`src/rtl/eda_pkg.sv`:
```
// rtl/eda_pkg.sv - shared configuration and state encoding for the eda pixel loader
package eda_pkg;

    localparam int CFG_M           = 4;
    localparam int CFG_N           = 4;
    localparam int CFG_PIXEL_WIDTH = 8;
    localparam int CFG_I_WIDTH     = (CFG_M > 1) ? $clog2(CFG_M) : 1;
    localparam int CFG_J_WIDTH     = (CFG_N > 1) ? $clog2(CFG_N) : 1;
    localparam int CFG_ADDR_WIDTH  = CFG_I_WIDTH + CFG_J_WIDTH;

    typedef enum logic [1:0] {
        LOAD  = 2'd0,
        DRAIN = 2'd1,
        START = 2'd2,
        WAIT  = 2'd3
    } loader_state_t;

endpackage

```
`src/rtl/eda_rc_counter.sv`:
```
// rtl/eda_rc_counter.sv - raster row/column counter with clear, enable, wrap and last flag
module eda_rc_counter
    import eda_pkg::*;
#(
    parameter int ROWS    = CFG_M,
    parameter int COLS    = CFG_N,
    parameter int I_WIDTH = CFG_I_WIDTH,
    parameter int J_WIDTH = CFG_J_WIDTH
) (
    input  logic               clk,
    input  logic               reset_n,
    input  logic               clr_i,
    input  logic               en_i,
    output logic [I_WIDTH-1:0] i_o,
    output logic [J_WIDTH-1:0] j_o,
    output logic               last_o
);

    localparam logic [I_WIDTH-1:0] I_LAST = I_WIDTH'(ROWS - 1);
    localparam logic [J_WIDTH-1:0] J_LAST = J_WIDTH'(COLS - 1);

    logic [I_WIDTH-1:0] i_q, i_d;
    logic [J_WIDTH-1:0] j_q, j_d;

    // Clear wins over enable so an aborted frame restarts at {0,0}.
    always_comb begin
        i_d = i_q;
        j_d = j_q;
        if (clr_i) begin
            i_d = '0;
            j_d = '0;
        end else if (en_i) begin
            if (j_q == J_LAST) begin
                j_d = '0;
                i_d = (i_q == I_LAST) ? '0 : i_q + 1'b1;
            end else begin
                j_d = j_q + 1'b1;
            end
        end
    end

    always_ff @(posedge clk or negedge reset_n) begin
        if (!reset_n) begin
            i_q <= '0;
            j_q <= '0;
        end else begin
            i_q <= i_d;
            j_q <= j_d;
        end
    end

    assign i_o    = i_q;
    assign j_o    = j_q;
    assign last_o = (i_q == I_LAST) && (j_q == J_LAST);

endmodule

```
`src/rtl/eda_pixel_loader.sv`:
```
// rtl/eda_pixel_loader.sv - raster pixel stream to image RAM loader with start/done handshake
module eda_pixel_loader
    import eda_pkg::*;
#(
    parameter int M           = CFG_M,
    parameter int N           = CFG_N,
    parameter int PIXEL_WIDTH = CFG_PIXEL_WIDTH,
    parameter int I_WIDTH     = CFG_I_WIDTH,
    parameter int J_WIDTH     = CFG_J_WIDTH,
    parameter int ADDR_WIDTH  = I_WIDTH + J_WIDTH
) (
    input  logic                   clk,
    input  logic                   reset_n,
    input  logic                   s_valid,
    output logic                   s_ready,
    input  logic [PIXEL_WIDTH-1:0] s_pixel,
    input  logic                   s_last,
    output logic [ADDR_WIDTH-1:0]  wr_addr,
    output logic [PIXEL_WIDTH-1:0] pixel_out,
    output logic                   write_en,
    output logic                   start,
    input  logic                   done,
    output logic                   busy,
    output logic                   frame_err
);

    loader_state_t          state_q;
    logic [ADDR_WIDTH-1:0]  wr_addr_q;
    logic [PIXEL_WIDTH-1:0] pixel_q;
    logic                   write_en_q;
    logic                   start_q;
    logic                   busy_q;
    logic                   frame_err_q;

    logic [I_WIDTH-1:0] cnt_i;
    logic [J_WIDTH-1:0] cnt_j;
    logic               cnt_last;
    logic               beat;
    logic               cnt_clr;

    assign s_ready = reset_n && (state_q == LOAD);
    assign beat    = s_valid && s_ready;
    // A premature s_last aborts the frame; the final beat wraps the counters anyway.
    assign cnt_clr = beat && (cnt_last || s_last);

    eda_rc_counter #(
        .ROWS    (M),
        .COLS    (N),
        .I_WIDTH (I_WIDTH),
        .J_WIDTH (J_WIDTH)
    ) u_rc_counter (
        .clk     (clk),
        .reset_n (reset_n),
        .clr_i   (cnt_clr),
        .en_i    (beat),
        .i_o     (cnt_i),
        .j_o     (cnt_j),
        .last_o  (cnt_last)
    );

    always_ff @(posedge clk or negedge reset_n) begin
        if (!reset_n) begin
            state_q     <= LOAD;
            wr_addr_q   <= '0;
            pixel_q     <= '0;
            write_en_q  <= 1'b0;
            start_q     <= 1'b0;
            busy_q      <= 1'b0;
            frame_err_q <= 1'b0;
        end else begin
            write_en_q  <= 1'b0;
            start_q     <= 1'b0;
            frame_err_q <= 1'b0;
            case (state_q)
                LOAD: begin
                    if (beat) begin
                        write_en_q <= 1'b1;
                        wr_addr_q  <= {cnt_i, cnt_j};
                        pixel_q    <= s_pixel;
                        if (cnt_last) begin
                            state_q     <= DRAIN;
                            frame_err_q <= !s_last;
                        end else if (s_last) begin
                            frame_err_q <= 1'b1;
                        end
                    end
                end
                DRAIN: begin
                    state_q <= START;
                    start_q <= 1'b1;
                end
                START: begin
                    state_q <= WAIT;
                    busy_q  <= 1'b1;
                end
                WAIT: begin
                    if (done) begin
                        state_q <= LOAD;
                        busy_q  <= 1'b0;
                    end
                end
                default: begin
                    state_q <= LOAD;
                    busy_q  <= 1'b0;
                end
            endcase
        end
    end

    assign wr_addr   = wr_addr_q;
    assign pixel_out = pixel_q;
    assign write_en  = write_en_q;
    assign start     = start_q;
    assign busy      = busy_q;
    assign frame_err = frame_err_q;

endmodule

```
`config.mk`:
```
export PLATFORM = sky130hd
export DESIGN_NAME = eda_pixel_loader
export DESIGN_NICKNAME = d
export VERILOG_FILES = /design/src/rtl/eda_pkg.sv /design/src/rtl/eda_rc_counter.sv /design/src/rtl/eda_pixel_loader.sv
export SDC_FILE = /design/constraint.sdc
export NUM_CORES = 1
export LEC_CHECK = 0
export BUFFER_PORTS_ARGS = -buffer_cell sky130_fd_sc_hd__buf_2
export CAP_MARGIN = 30
export CORE_AREA = 3 3 65 55
export DETAILED_ROUTE_END_ITERATION = 12
export DIE_AREA = 0 0 68 58
export SETUP_SLACK_MARGIN = 0.2
export SKIP_LAST_GASP = 1
export SYNTH_ARGS = -nofsm -noshare
export SYNTH_HDL_FRONTEND = slang
export SYNTH_SLANG_ARGS = --single-unit
```
`constraint.sdc`:
```
create_clock -name clk -period 3.9 [get_ports clk]
set_input_delay 0.39 -clock clk [delete_from_list [all_inputs] [get_ports clk]]
set_output_delay 0.39 -clock clk [all_outputs]
set_load 0.02 [all_outputs]
```
Word level (Yosys, flattened, before mapping)
Index checks and enable logic that the tools add are counted.
- bits in read-only memories: 0
- input bits: 13
- memory bits (writable): 0
- bits in latches: 0
- register bits after elaboration: 22
- memories: 0
- output and inout bits: 17
- shifts and indexed selects: 0
- eq/ne operators: 8
- order comparisons: 0
- bitwise gates (word level): 0
- mux-type cells: 20
- divide/modulo/power cells: 0
- $mul: 0
- reductions and logical operators: 14
- add/sub/neg operators: 2
- operators with widths (operator ; count):
    $mux W2 ; 10
    $eq A2 B2 Y1 const B ; 4
    $mux W1 ; 8
    $pmux W2 S4 ; 1
    $ne A2 B2 Y1 const B ; 3
    $reduce_and A2 Y1 ; 3
    $reduce_bool A2 Y1 ; 3
    $add A2 B1 Y2 const B ; 2
    $logic_and A1 B1 Y1 ; 4
    $reduce_and A3 Y1 ; 1
    $eq A2 B1 Y1 const B ; 1
    $logic_not A2 Y1 ; 1
    $pmux W1 S2 ; 1
    $logic_not A1 Y1 ; 1
    $logic_or A1 B1 Y1 ; 1

Longest topological paths before layout
Gate-level depths: netlist of run 1.
- depth after elaboration: 6
- mapped depth: 6
- depth with buffers taken out: 5

Cells and area by module
A second synthesis of run 1 with hierarchy kept.
- cells, all modules: 74
- area, all modules: 1037.2 µm²
- by module, submodules not included (module ; sequential area each (µm²) ; area each (µm²) ; times used ; cells each):
    eda_pixel_loader ; 450.4 ; 822.0 ; 1 ; 56
    eda_rc_counter ; 100.1 ; 215.2 ; 1 ; 18

Worst setup path before layout of run 1
No wires, ideal clock.
- path kind: reg2reg
- start point: reg u_rc_counter.j_q[0] (netlist: u_rc_counter.j_o[0])
- end point: reg state_q[1]
- path slack: 2.517 ns
- data required time: 3.772 ns
- arrival: 1.255 ns
- stages on the path, launching flop included: 5
- path through: dfrtp_1 ha_1 nand4_1 a21oi_2 mux2_1
- cells in the longest elaborated chain, start to end: 4
- ends and longest elaborated chain (what ; line ; RTL):
    start, declared ; eda_rc_counter.sv:23 ; logic [J_WIDTH-1:0] j_q, j_d;
    start signal, assigned ; eda_rc_counter.sv:48 ; j_q <= j_d;
    $eq A2 B2 Y1 ; eda_rc_counter.sv:54 ; assign last_o = (i_q == I_LAST) && (j_q == J_LAST);
    $logic_and A1 B1 Y1 ; eda_rc_counter.sv:54 ;
    $ne A2 B2 Y1 (no source line) ; n/a ;
    $reduce_and A3 Y1 (no source line) ; n/a ;
    end signal, assigned ; eda_pixel_loader.sv:63 ; state_q <= LOAD;
    end signal, assigned ; eda_pixel_loader.sv:81 ; state_q <= DRAIN;
    end signal, assigned ; eda_pixel_loader.sv:89 ; state_q <= START;
    end, declared ; eda_pixel_loader.sv:27 ; loader_state_t state_q;
Every way passes these cells.
A chain may end at the register's enable or synchronous reset.

Final worst setup path of run 1
- start point: reg state_q[0]
- end point: reg pixel_q[6] (netlist: pixel_out[6])
- cells in the longest elaborated chain, start to end: 4
- ends and longest elaborated chain (what ; line ; RTL):
    $logic_not A2 Y1 * ; eda_pixel_loader.sv:41, eda_pixel_loader.sv:74 ;
    $logic_and A1 B1 Y1 ; eda_pixel_loader.sv:41 ; assign s_ready = reset_n && (state_q == LOAD);
    $logic_and A1 B1 Y1 ; eda_pixel_loader.sv:42 ; assign beat = s_valid && s_ready;
    $reduce_and A2 Y1 (no source line) * ; n/a ;
    end signal, assigned ; eda_pixel_loader.sv:79 ; pixel_q <= s_pixel;
    end, declared ; eda_pixel_loader.sv:29 ; logic [PIXEL_WIDTH-1:0] pixel_q;
Every way passes the cells marked *; elsewhere a longest branch is shown, timed or not.

==> results of run 1 <==
-- layer usage --
metal	global-route usage	part of all wire	up-vias
met3	0.0484	0.10	2
met4	0.0170	0.0063	0
met1	0.134	0.48	293
met5	0	0	-
met2	0.151	0.41	26
li1	-	-	311
-- cell type report --
cell class              count  area, sq um
fillers                   317         1760
flip-flops and latches     22          551
multi-input cells          43          427
repair buffers             29          145
well taps                  40         50.0
clock buffers               3         41.3
clock inverters             1         30.0
inverters                   5         18.8
-- worst reg2reg max path, stage by stage (launching register included) --
cell	delay [ps]
dfrtp_1	420
inv_1	90
ha_1	250
nand3_2	480
mux2_4	480
-- flip-flops by register name, summed over array words and instances (netlist names) --
signal and flops:
pixel_out 8, busy 1, frame_err 1, u_rc_counter.i_o 2, write_en 1, u_rc_counter.j_o 2, wr_addr 4, state_q 2
start 1
-- cells by family after synthesis --
kind of cell	share of synthesized area
fa+ha+maj	0.0860
mux	0.184
flops	0.541
compound gates	0.0541
buf+inv	0.0405
simple gates	0.0946
-- power breakdown --
group | total (uW) | internal [uW] | switching (uW)
Sequential | 392 | 327 | 64.3
Combinational | 425 | 207 | 219
Clock | 208 | 137 | 71.2
-- cell usage in the layout, fill, tap and decap left out --
master     instances
and2_1             2
nand4_1            1
o22ai_1            1
nand2_1            7
o21ai_0            1
clkbuf_8           3
nor2_1             1
mux2_2             1
nand3_1            1
bufinv_16          1
mux2_4            11
dfrtp_1           22
nor4b_2            1
o32a_1             1
ha_1               7
nand4bb_1          1
inv_1              5
buf_2             29
a21oi_2            1
a21o_1             1
mux2_1             1
nand3_2            1
o221ai_1           2
nor2b_1            1
-- metrics by stage --
step	setup WS [ps]	instances
global route	1920	143
detailed placement	1800	139
global placement	1850	139
finish	2070	143
floorplan	2520	72
CTS	2040	143
-- worst paths after layout --
kind | endpoint | slack, ps
max in group asynchronous | pixel_out[3] | 3450
hold / removal | u_rc_counter.i_o[0] | 100
min in group clk | busy | 330
setup reg to reg | pixel_out[6] | 2070
setup / recovery | pixel_out[6] | 2070
hold reg to reg | pixel_out[3] | 510
==> reports/metrics.cfg, run 1 <==
[yosys]
syn-cell-area_sq_um = 1020
synth_edf_count = 0
yosysUniqueCellTypes = 22
syn_inst = 72
syn_nets = 92
yosys_warnings = 0
ys_seq_area_frac = 0.541
avgSynthCellArea_sq_um = 14.1
synth_top_flop_cell = dfrtp_1
ys_ff_latch = 22
yosysTopAreaCellShare = 0.541
yosys-top-cells-count = dfrtp_1, mux2_4, ha_1, nand2_1, inv_1
synth_most_common_cell = dfrtp_1
synth_largest_area_cell = dfrtp_1
ys_top_cells_by_area = dfrtp_1, mux2_4, ha_1
async_flop_share = 1.00

[timing]
relSlewSlack = 0.616
finalCritPeriodShare = 0.469
finalCriticalPeriod_ps = 1830
hold_violations = 0
hold_slack_ps = 96.2
tns_ps = 0
worst_pin_slew_ps = 575
timing.fmax_mhz = 546
finalSetupViolCount = 0
rsz0062_at_grt = no
final.setup_skew_ps = 4.10
slew_viol_final = 0

[cts]
post_cts_buffers = 0
cts_hold_buf = 0
cts_root_buf = clkbuf_8
cts_resized = 0
ctsHtreeMaxLevel = 1
cts_tree = built
cts_sinks = 22
clockBufferDepth = 2
clock_latency_ps = 260
cts_buffers = 3
clk_pin_slew_worst_paths_ps = 80

[finish]
area.growth.synth_to_final_pct = 24.0
design_area_sq_um = 1260
antennaDiodeCount = 0
drive_gt1_frac = 0.466
final_util = 0.418
nets = 124

[grt]
grtUsageTotal = 0.101
grt_pass1_vias = 643
grt_pass1_wl_microns = 2980
antenna_found_initial = 0
overflow = 0
grt_max_degree = 26

[place]
port-buffer-count = 29
hpwl_microns = 1280
placed_area_sq_um = 1190
place.gp.congestion = 0.692

[setup_path]
worstPathRequired_ps = 4040
max_stage_delay_ps = 480
worst-path-buf-inv = 1
cp.arrival_ps = 1980
path_delay_family = simple AND/OR/NAND/NOR gates
r2r-start = state_q[0]
start_kind = flip-flop
crit_fanout = 21
setup.worst_path.class = flip-flop to flip-flop
r2r_cells = 4
startpoint = state_q[0]
worst-path-stages = 4
cp_cell_sequence = inv_1 > ha_1 > nand3_2 > mux2_4
cp_slowest_cell = nand3_2
worstSetupEndpointType = flip-flop

[floorplanning]
coreArea_sq_um = 3020
start_util = 0.337
die_h_microns = 58
die_area_sq_um = 3940
die_w_microns = 68
rows = 18
ios = 30

[drt]
num_vias = 632
firstDrtPassIters = 3
routedWlPerCell_microns = 12.3
drt_iter0_markers = 28
vias_per_cell = 4.42
ant_nets = 0
route.detailed.drc = 0
wl_microns = 1750

[power_and_ir_drop]
leakagePower_uw = 0.000671
irDropWorstVdd_mv = 0.366
power_uw = 1030
p_per_area_nw_per_um2 = 812

[status]
status = completed

[job]
cap_violations = 0

[hold_path]
hold_class = input port to async pin

(Power assumes the default switching activity.)
==> run 2: changes to the inputs <==
==> constraint.sdc (replaced) <==
create_clock -name clk -period 1.64 [get_ports clk]
set_input_delay 0.164 -clock clk [delete_from_list [all_inputs] [get_ports clk]]
set_output_delay 0.164 -clock clk [all_outputs]
set_load 0.02 [all_outputs]
==> reports/metrics.cfg, run 2 (synthesis results as in run 1) <==
[hold_path]
worstHoldPathCells = 2
min_to = busy
hold_class = input port to flip-flop
hold_path_startpoint = done

[timing]
slew_viol_final = 0
tns_ps = 0
finalSetupViolCount = 0
finalCritPeriodShare = 0.846
rsz0062_at_grt = yes
hold_violations = 0
fin_ws_ps = 253
worst_pin_slew_ps = 421
relSlewSlack = 0.718
final.setup_skew_ps = 2.32
finalCriticalPeriod_ps = 1390
timing.fmax_mhz = 721

[finish]
largest_reg_flops = 8
drive_gt1_frac = 0.558
design_area_sq_um = 1400
nets = 134
fin_cells = 153
antennaDiodeCount = 0
area.growth.synth_to_final_pct = 37.1
final.fill_count = 275
most-common-layout-cells = buf_2, dfrtp_1, mux2_4
final_common_cell = buf_2

[floorplanning]
die_w_microns = 68
coreArea_sq_um = 3020
start_util = 0.337
die_h_microns = 58
die_area_sq_um = 3940
rows = 18
ios = 30

[place]
placed_area_sq_um = 1220
hpwl_microns = 1350
place.gp.congestion = 0.719
placed_cells = 141
port-buffer-count = 29
preCtsSetupSlack_ps = 112

[grt]
overflow = 0
grt_pass1_vias = 665
grt_pass1_wl_microns = 2990
antenna_found_initial = 0
grt_max_degree = 22
grtUsageTotal = 0.102

[cts]
clk_pin_slew_worst_paths_ps = 80
clockBufferDepth = 2
ctsHtreeMaxLevel = 1
cts_tree = built
cts_root_buf = clkbuf_8
cts_sinks = 22
clock_latency_ps = 260
cts_buffers = 3

[drt]
drt_iter0_markers = 7
num_vias = 667
routedWlPerCell_microns = 12.2
vias_per_cell = 4.36
route.detailed.drc = 0
wl_microns = 1870
firstDrtPassIters = 4
ant_nets = 0

[power_and_ir_drop]
p_sw_frac = 0.342
leakagePower_uw = 0.000718
p_per_area_nw_per_um2 = 1880
p_int_uw = 1720
irDropWorstVdd_mv = 0.756
power_frac_comb = 0.456
switchingPower_uw = 897
power_frac_seq = 0.358
clkPwrFrac = 0.187

[setup_path]
start_kind = flip-flop
cp_cell_sequence = ha_1 > nor2b_1 > a21oi_2 > mux2_1
r2r_setup_slack_ps = 250
r2r_cells = 4
cp_slowest_cell = dfrtp_1
crit_fanout = 4
r2r-end = state_q[1]
setup.worst_path.class = flip-flop to flip-flop
max_stage_delay_ps = 420
r2r-start = state_q[1]
cp.arrival_ps = 1530
worstSetupEndpointType = flip-flop
worstPathRequired_ps = 1780

[status]
status = completed

[job]
cap_violations = 0

## run 2: cell types whose count changed in the layout (fill, tap and decap cells not counted), sizes merged
cell	before	now
buf	29	37
dlygate4sd3	0	2
## run 2: routing by layer
layer	up-vias	GRT usage	routed length, microns
li1	335	-	-
met1	306	0.135	928
met2	26	0.157	797
met3	0	0.0426	143
met4	0	0.0170	0
met5	-	0	0
## run 2: area by class of cell
| class | instances | area (sq um) | share of cell area |
|---|---|---|---|
| inverters | 5 | 18.8 | 0.0134 |
| repair buffers | 39 | 238 | 0.170 |
| multi-input cells | 43 | 467 | 0.334 |
| clock buffers | 3 | 41.3 | 0.0296 |
| clock inverters | 1 | 30.0 | 0.0215 |
| flip-flops and latches | 22 | 552 | 0.395 |
| well taps | 40 | 50.0 | 0.0358 |
## run 2: what timing repair did
| item | in CTS | in global routing |
|---|---|---|
| hold endpoints to repair | 9 | 0 |
| buffers inserted | 2 | 4 |
| setup endpoints to repair | 17 | 6 |
| hold buffers | 2 | 0 |
| gates resized for setup | 4 | 6 |
## run 2: worst max-delay path by stage
stage	end	slack, ps	start
2_1_floorplan	state_q[1]	260	u_rc_counter.j_o[0]
3_3_place_gp	u_rc_counter.j_o[0]	170	u_rc_counter.j_o[0]
3_5_place_dp	state_q[1]	110	u_rc_counter.j_o[0]
4_1_cts	u_rc_counter.i_o[0]	220	u_rc_counter.i_o[0]
5_1_grt	state_q[1]	190	u_rc_counter.i_o[0]
6_report	state_q[1]	250	state_q[1]
## run 2: per-stage QoR
step | hold slack, ps | utilization | power, uW
3_5_place_dp | 70.5 | 0.404 | 2000
3_3_place_gp | 63.1 | 0.404 | 1960
5_1_grt | 124 | 0.463 | 2810
6_report | 117 | 0.463 | 2620
4_1_cts | 108 | 0.447 | 2590
2_1_floorplan | -132 | - | 1670
## run 2: worst max-delay path: cells and delay by family, from the launching register on
kind	cells	cell delay, ps
DFF	1	420
and+or+nand+nor	1	160
muxes	1	340
AOI/OAI and AO/OA	1	140
adders and majority gates	1	210
## run 2: power groups by stage
stage | sequential (uW) | clock, uW | combinational (uW)
floorplan | 1140 | 0 | 533
global placement | 923 | 0 | 1040
detailed placement | 938 | 0 | 1060
CTS | 932 | 506 | 1150
global route | 977 | 537 | 1300
finish | 937 | 489 | 1190
